--- config.mk ---
export PLATFORM = sky130hd
export DESIGN_NAME = mul_issue_flat
export DESIGN_NICKNAME = d
export VERILOG_FILES = /design/src/rtl/mul_pkg.sv /design/src/rtl/mul_issue_if.sv /design/src/rtl/mul_res_fmt.sv /design/src/rtl/mul_issue.sv /design/src/flat_wrapper.sv
export SDC_FILE = /design/constraint.sdc
export NUM_CORES = 1
export LEC_CHECK = 0
export CORE_AREA = 5 5 180 182
export CTS_CLUSTER_DIAMETER = 60
export DETAILED_ROUTE_END_ITERATION = 10
export DIE_AREA = 0 0 185 187
export GPL_TIMING_DRIVEN = 0
export PLACE_DENSITY = 0.67
export SYNTH_ARGS = -nofsm -noshare
export SYNTH_HDL_FRONTEND = slang
export SYNTH_SLANG_ARGS = --single-unit
--- constraint.sdc ---
create_clock -name clock -period 5.2 [get_ports clock]
set_clock_uncertainty 0.05 [all_clocks]
set_input_delay 0.52 -clock clock [delete_from_list [all_inputs] [get_ports clock]]
set_output_delay 0.52 -clock clock [all_outputs]
set_load 0.005 [all_outputs]
--- src/rtl/mul_pkg.sv ---
// Shared definitions for the multiply issue path: opcodes, multiplier sign controls, FSM states.
package mul_pkg;

    localparam int unsigned XLEN = 64;
    localparam int unsigned TAGW = 5;

    localparam logic [1:0] OpMul    = 2'b00;
    localparam logic [1:0] OpMulh   = 2'b01;
    localparam logic [1:0] OpMulhsu = 2'b10;
    localparam logic [1:0] OpMulhu  = 2'b11;

    // Bit 1 qualifies mul_a, bit 0 qualifies mul_b.
    localparam logic [1:0] SgnSS = 2'b11;
    localparam logic [1:0] SgnSU = 2'b10;
    localparam logic [1:0] SgnUU = 2'b00;

    typedef enum logic [2:0] {StIdle, StIssue, StWait, StDone, StDrain} state_e;

    function automatic logic [XLEN-1:0] sext32(input logic [31:0] x);
        return {{(XLEN-32){x[31]}}, x};
    endfunction

    function automatic logic [1:0] op_signed(input logic [1:0] op, input logic w);
        logic [1:0] sgn;
        if (w) begin
            sgn = SgnSS;
        end else begin
            unique case (op)
                OpMul, OpMulh: sgn = SgnSS;
                OpMulhsu:      sgn = SgnSU;
                default:       sgn = SgnUU;
            endcase
        end
        return sgn;
    endfunction

endpackage

--- src/rtl/mul_issue_if.sv ---
// Request, multiplier and writeback signals of the multiply issue controller.
interface mul_issue_if;
    import mul_pkg::*;

    logic            flush;
    logic            req_valid;
    logic            req_ready;
    logic [1:0]      req_op;
    logic            req_w;
    logic [XLEN-1:0] req_src1;
    logic [XLEN-1:0] req_src2;
    logic [TAGW-1:0] req_tag;

    logic            mul_in_valid;
    logic            mul_flush;
    logic            mul_w;
    logic [1:0]      mul_signed;
    logic [XLEN-1:0] mul_a;
    logic [XLEN-1:0] mul_b;
    logic            mul_out_ready;
    logic            mul_out_valid;
    logic [XLEN-1:0] mul_hi;
    logic [XLEN-1:0] mul_lo;

    logic            resp_valid;
    logic            resp_ready;
    logic [XLEN-1:0] resp_data;
    logic [TAGW-1:0] resp_tag;

    modport slave (
        input  flush, req_valid, req_op, req_w, req_src1, req_src2, req_tag,
               mul_out_ready, mul_out_valid, mul_hi, mul_lo, resp_ready,
        output req_ready, mul_in_valid, mul_flush, mul_w, mul_signed, mul_a, mul_b,
               resp_valid, resp_data, resp_tag
    );

    modport master (
        output flush, req_valid, req_op, req_w, req_src1, req_src2, req_tag,
               mul_out_ready, mul_out_valid, mul_hi, mul_lo, resp_ready,
        input  req_ready, mul_in_valid, mul_flush, mul_w, mul_signed, mul_a, mul_b,
               resp_valid, resp_data, resp_tag
    );

endinterface

--- src/rtl/mul_res_fmt.sv ---
// Selects the architectural result from the multiplier halves and sign-extends word ops.
module mul_res_fmt
    import mul_pkg::*;
(
    input  logic [1:0]      op_i,
    input  logic            w_i,
    input  logic [XLEN-1:0] hi_i,
    input  logic [XLEN-1:0] lo_i,
    output logic [XLEN-1:0] res_o
);

    always_comb begin
        res_o = hi_i;
        if (w_i) begin
            res_o = sext32(lo_i[31:0]);
        end else if (op_i == OpMul) begin
            res_o = lo_i;
        end
    end

endmodule

--- src/rtl/mul_issue.sv ---
// Issue/writeback controller between EXU decode and the radix-4 Booth multiplier.
module mul_issue
    import mul_pkg::*;
(
    input logic         clock,
    input logic         reset,
    mul_issue_if.slave  bus
);

    state_e          state_q, state_d;
    logic [1:0]      op_q, op_d;
    logic            w_q, w_d;
    logic [1:0]      sgn_q, sgn_d;
    logic [XLEN-1:0] a_q, a_d;
    logic [XLEN-1:0] b_q, b_d;
    logic [TAGW-1:0] tag_q, tag_d;
    logic [XLEN-1:0] res_q, res_d;
    logic [XLEN-1:0] fmt_res;
    logic            in_valid;
    logic            flush_pulse;

    mul_res_fmt u_res_fmt (
        .op_i  (op_q),
        .w_i   (w_q),
        .hi_i  (bus.mul_hi),
        .lo_i  (bus.mul_lo),
        .res_o (fmt_res)
    );

    always_ff @(posedge clock) begin
        if (reset) begin
            state_q <= StIdle;
            op_q    <= OpMul;
            w_q     <= 1'b0;
            sgn_q   <= SgnUU;
            a_q     <= '0;
            b_q     <= '0;
            tag_q   <= '0;
            res_q   <= '0;
        end else begin
            state_q <= state_d;
            op_q    <= op_d;
            w_q     <= w_d;
            sgn_q   <= sgn_d;
            a_q     <= a_d;
            b_q     <= b_d;
            tag_q   <= tag_d;
            res_q   <= res_d;
        end
    end

    always_comb begin
        state_d     = state_q;
        op_d        = op_q;
        w_d         = w_q;
        sgn_d       = sgn_q;
        a_d         = a_q;
        b_d         = b_q;
        tag_d       = tag_q;
        res_d       = res_q;
        in_valid    = 1'b0;
        flush_pulse = 1'b0;

        unique case (state_q)
            StIdle: begin
                if (bus.req_valid && !bus.flush) begin
                    state_d = StIssue;
                    // A word request is always MULW regardless of the opcode field.
                    w_d     = bus.req_w;
                    op_d    = bus.req_w ? OpMul : bus.req_op;
                    sgn_d   = op_signed(bus.req_op, bus.req_w);
                    a_d     = bus.req_w ? sext32(bus.req_src1[31:0]) : bus.req_src1;
                    b_d     = bus.req_w ? sext32(bus.req_src2[31:0]) : bus.req_src2;
                    tag_d   = bus.req_tag;
                end
            end
            StIssue: begin
                if (bus.flush) begin
                    state_d = StIdle;
                end else if (bus.mul_out_ready) begin
                    in_valid = 1'b1;
                    state_d  = StWait;
                end
            end
            StWait: begin
                if (bus.flush) begin
                    flush_pulse = 1'b1;
                    state_d     = StDrain;
                end else if (bus.mul_out_valid) begin
                    res_d   = fmt_res;
                    state_d = StDone;
                end
            end
            StDone: begin
                if (bus.flush || bus.resp_ready) begin
                    state_d = StIdle;
                end
            end
            StDrain: begin
                // A stale result may still pop out while the multiplier winds down.
                if (bus.mul_out_ready && !bus.mul_out_valid) begin
                    state_d = StIdle;
                end
            end
            default: state_d = StIdle;
        endcase
    end

    assign bus.req_ready    = (state_q == StIdle);
    assign bus.mul_in_valid = in_valid;
    assign bus.mul_flush    = flush_pulse;
    assign bus.mul_w        = w_q;
    assign bus.mul_signed   = sgn_q;
    assign bus.mul_a        = a_q;
    assign bus.mul_b        = b_q;
    assign bus.resp_valid   = (state_q == StDone);
    assign bus.resp_data    = res_q;
    assign bus.resp_tag     = tag_q;

endmodule

--- src/flat_wrapper.sv ---
// flat-port wrapper written by rule: the top's interface ports become plain ports
module mul_issue_flat import mul_pkg::*;
  (clock, reset, bus_flush, bus_req_valid, bus_req_op, bus_req_w, bus_req_src1, bus_req_src2, bus_req_tag, bus_mul_out_ready, bus_mul_out_valid, bus_mul_hi, bus_mul_lo, bus_resp_ready, bus_req_ready, bus_mul_in_valid, bus_mul_flush, bus_mul_w, bus_mul_signed, bus_mul_a, bus_mul_b, bus_resp_valid, bus_resp_data, bus_resp_tag);
  mul_issue_if bus_i ();
  input logic clock;
  input logic reset;
  input wire logic [$bits(bus_i.flush)-1:0] bus_flush;
  input wire logic [$bits(bus_i.req_valid)-1:0] bus_req_valid;
  input wire logic [$bits(bus_i.req_op)-1:0] bus_req_op;
  input wire logic [$bits(bus_i.req_w)-1:0] bus_req_w;
  input wire logic [$bits(bus_i.req_src1)-1:0] bus_req_src1;
  input wire logic [$bits(bus_i.req_src2)-1:0] bus_req_src2;
  input wire logic [$bits(bus_i.req_tag)-1:0] bus_req_tag;
  input wire logic [$bits(bus_i.mul_out_ready)-1:0] bus_mul_out_ready;
  input wire logic [$bits(bus_i.mul_out_valid)-1:0] bus_mul_out_valid;
  input wire logic [$bits(bus_i.mul_hi)-1:0] bus_mul_hi;
  input wire logic [$bits(bus_i.mul_lo)-1:0] bus_mul_lo;
  input wire logic [$bits(bus_i.resp_ready)-1:0] bus_resp_ready;
  output wire logic [$bits(bus_i.req_ready)-1:0] bus_req_ready;
  output wire logic [$bits(bus_i.mul_in_valid)-1:0] bus_mul_in_valid;
  output wire logic [$bits(bus_i.mul_flush)-1:0] bus_mul_flush;
  output wire logic [$bits(bus_i.mul_w)-1:0] bus_mul_w;
  output wire logic [$bits(bus_i.mul_signed)-1:0] bus_mul_signed;
  output wire logic [$bits(bus_i.mul_a)-1:0] bus_mul_a;
  output wire logic [$bits(bus_i.mul_b)-1:0] bus_mul_b;
  output wire logic [$bits(bus_i.resp_valid)-1:0] bus_resp_valid;
  output wire logic [$bits(bus_i.resp_data)-1:0] bus_resp_data;
  output wire logic [$bits(bus_i.resp_tag)-1:0] bus_resp_tag;
  assign bus_i.flush = bus_flush;
  assign bus_i.req_valid = bus_req_valid;
  assign bus_i.req_op = bus_req_op;
  assign bus_i.req_w = bus_req_w;
  assign bus_i.req_src1 = bus_req_src1;
  assign bus_i.req_src2 = bus_req_src2;
  assign bus_i.req_tag = bus_req_tag;
  assign bus_i.mul_out_ready = bus_mul_out_ready;
  assign bus_i.mul_out_valid = bus_mul_out_valid;
  assign bus_i.mul_hi = bus_mul_hi;
  assign bus_i.mul_lo = bus_mul_lo;
  assign bus_i.resp_ready = bus_resp_ready;
  assign bus_req_ready = bus_i.req_ready;
  assign bus_mul_in_valid = bus_i.mul_in_valid;
  assign bus_mul_flush = bus_i.mul_flush;
  assign bus_mul_w = bus_i.mul_w;
  assign bus_mul_signed = bus_i.mul_signed;
  assign bus_mul_a = bus_i.mul_a;
  assign bus_mul_b = bus_i.mul_b;
  assign bus_resp_valid = bus_i.resp_valid;
  assign bus_resp_data = bus_i.resp_data;
  assign bus_resp_tag = bus_i.resp_tag;
  mul_issue u_core (.clock(clock), .reset(reset), .bus(bus_i));
endmodule
==> flow_metrics.tcl <==
set metrics [dict create \
    tightest_slew_ns 1.25 \
    cts_resized 0 \
    grt_pass1_wl_mm 54.3 \
    yosys.area_share.simple_pct 20.8 \
    synth_edf_count 0 \
    slowest_delay_ns 0.60 \
    min_path_type "reg2reg" \
    antenna_found_initial 1 \
    root_buffer "clkbuf_16" \
    synth_fa_ha_area_share_pct 0 \
    clock-sinks 205 \
    post_synth_inst_count 1002 \
    yosys.area.top_type "dfxtp_1" \
    yosys_warnings 0 \
    crit_type "reg2out" \
    worst-r2r-cell-count 6 \
    numCtsBuffers 25 \
    synth_common_cells "nand2_1, dfxtp_1, a21oi_1" \
    r2r_setup_slack_ns 2.47 \
    die_h_um 187 \
    tns_ns 0 \
    place_inst 1870 \
    place_hpwl_mm 28.7 \
    synth_most_common_cell "nand2_1" \
    synth_compound_area_share_pct 20.3 \
    num_io_pins 475 \
    r2r-start "u_core.state_q[0]" \
    drt_iter0_drc 390 \
    outcome "finished clean" \
    area_growth_pct 72.7 \
    crit_required_ns 4.63 \
    drive_gt1_share_pct 6.59 \
    p_total_mw 4.00 \
    die_width_um 185 \
    via_per_inst 4.75 \
    async_reset_ff_share_pct 0 \
    period_needed_ns 2.83 \
    ys_ff_latch 205 \
    whs_path_depth 2 \
    slew_headroom_pct 15.9 \
    synth_area_um2 8280 \
    drtPass1Iterations 7 \
    ant_nets 0 \
    cp-start-kind "register" \
    grt_usage_pct 19.9 \
    p_leak_nw 5.06 \
    synth_top_family_by_area "simple AND/OR/NAND/NOR gates" \
    synth_nets 1273 \
    yosysTopAreaCellShare_pct 49.6 \
    synth_area_leaders "dfxtp_1, nand2_1, a21oi_1, a311oi_1, nand2b_1" \
    vias 9096 \
    cts_tree "done" \
    routedWlPerCell_um 19.1 \
    r2r-end "u_core.bus.resp_data[40]" \
    rsz0062_at_grt "no" \
    drc 0 \
    syn_avg_cell_area_um2 8.26 \
    overflow 0 \
    critPathSlowestCell "clkdlybuf4s50_1" \
    grt_start_max_net_pins 13 \
    post_cts_buffers 0 \
    arrival_ns 2.26 \
    cap_viol_max_count 0 \
    clock_latency_ns 0.52 \
    clock_path_buffers 3 \
    synth_ff_type "dfxtp_1" \
    powerDensity_nw_per_um2 280 \
    min_from "u_core.bus.mul_b[5]" \
    row_count 64 \
    place_congestion 0.884 \
    hold_viol 0 \
    port_buffers 472 \
    die_area_um2 34600 \
    grt_pass1_vias 9033 \
    fin_crit_sh_pct 54.4 \
    whs_endpoint "u_core.bus.mul_b[5]" \
    synthMuxAreaShare_pct 4.47 \
    synth-xor-area-share_pct 0 \
    fmax_mhz 353 \
    fin_cells 1914 \
    holdBufCountCts 0 \
    fin_util_pct 47.0 \
    synth_cell_types 24 \
    htree_num_levels 1 \
    ir_drop_mv 0.181 \
    core_um2 30400 \
    cp_cell_sequence "clkbuf_1, nand2_1, nor3_1, clkdlybuf4s50_1" \
    start_util_pct 27.2 \
    yosysSeqAreaShare_pct 49.6 \
    diodes 0 \
    critPathCaptureType "output port" \
    clkSlewWorstSetupHoldPaths_ns 0.06 \
    crit_fanout 10 \
    wl_mm 36.5 \
    setup_viol 0 \
    nNetsFinal 1772 \
    report.final.slew_viol_count 0 \
]
-- sequential cells by signal, summed over array words and instances (netlist names) --
signal / count
u_core.state_q: 3
u_core.bus.mul_w: 1
u_core.bus.mul_signed: 2
u_core.op_q: 2
u_core.bus.mul_a: 64
u_core.bus.mul_b: 64
u_core.bus.resp_tag: 5
u_core.bus.resp_data: 64
-- kinds of logic (layout without fill, tap and decap cells) --
logic type	Yosys count	count (layout)
buffers and inverters	95	611
AO/OA/AOI/OAI	269	269
AND/OR/NAND/NOR	400	400
flip-flops	205	205
multiplexers	33	33
-- worst max-delay path, delay by kind of cell (launching register included) --
| kind | cells | cell delay [ns] |
|---|---|---|
| flip-flops | 1 | 0.41 |
| buffers and inverters | 2 | 0.94 |
| AND/OR/NAND/NOR | 2 | 0.39 |
-- power by group --
part / internal (mW) / switching (mW)
registers: 1.64 / 0.0369
clock network: 1.01 / 0.677
logic: 0.381 / 0.261
total: 3.03 / 0.976
-- final cells by class --
cell class,count,area [um^2]
multi-input combinational,702,3770
clock inverter,5,31.3
buffer,94,398
clock buffer,39,768
tap,396,495
timing repair buffer,472,4720
sequential,205,4100
inverter,1,3.75
fill,2979,16100
-- placed cells by master (no fill, tap or decap), drive strengths merged --
master,instances
nand2,214
buf,26
a21oi,138
mux2i,1
or2,1
nand3,1
clkdlybuf4s50,472
and3b,1
clkinv,3
nor2,104
nand3b,3
inv,2
dfxtp,205
nor2b,2
nor3,6
clkbuf,107
a311oi,66
a2111oi,1
o21ai,32
or3,1
a211oi,32
nand2b,64
clkinvlp,1
mux2,32
nor3b,3
-- through the flow --
stage                     setup WS, ns  instance area, um^2  hold WS [ns]
final                             2.37                14300         0.403
after global routing              2.21                14300         0.419
after CTS                         2.29                14300         0.403
after detailed placement          1.90                13500         0.396
after global placement            1.90                13500         0.390
after floorplan                   3.39                 8280         0.386
-- per-layer routing --
layer / vias to the layer above / wire length [um] / track usage, %
met1: 4164 / 14000 / 23.7
met2: 405 / 17700 / 34.0
li1: 4445 / - / -
met3: 80 / 3390 / 5.43
met5: - / 13 / 0
met4: 2 / 1430 / 7.43
-- how the worst max path moves through the flow --
stage / startpoint / endpoint / depth (start not counted)
6_report: u_core.state_q[1] / bus_mul_flush / 4
5_1_grt: u_core.state_q[1] / bus_mul_flush / 4
4_1_cts: u_core.state_q[1] / bus_mul_flush / 4
3_5_place_dp: bus_flush / u_core.bus.resp_data[40] / 6
3_3_place_gp: bus_flush / u_core.bus.resp_data[40] / 6
2_1_floorplan: bus_flush / u_core.bus.mul_a[51] / 6
Note: power is estimated with default switching activity, not from simulation.
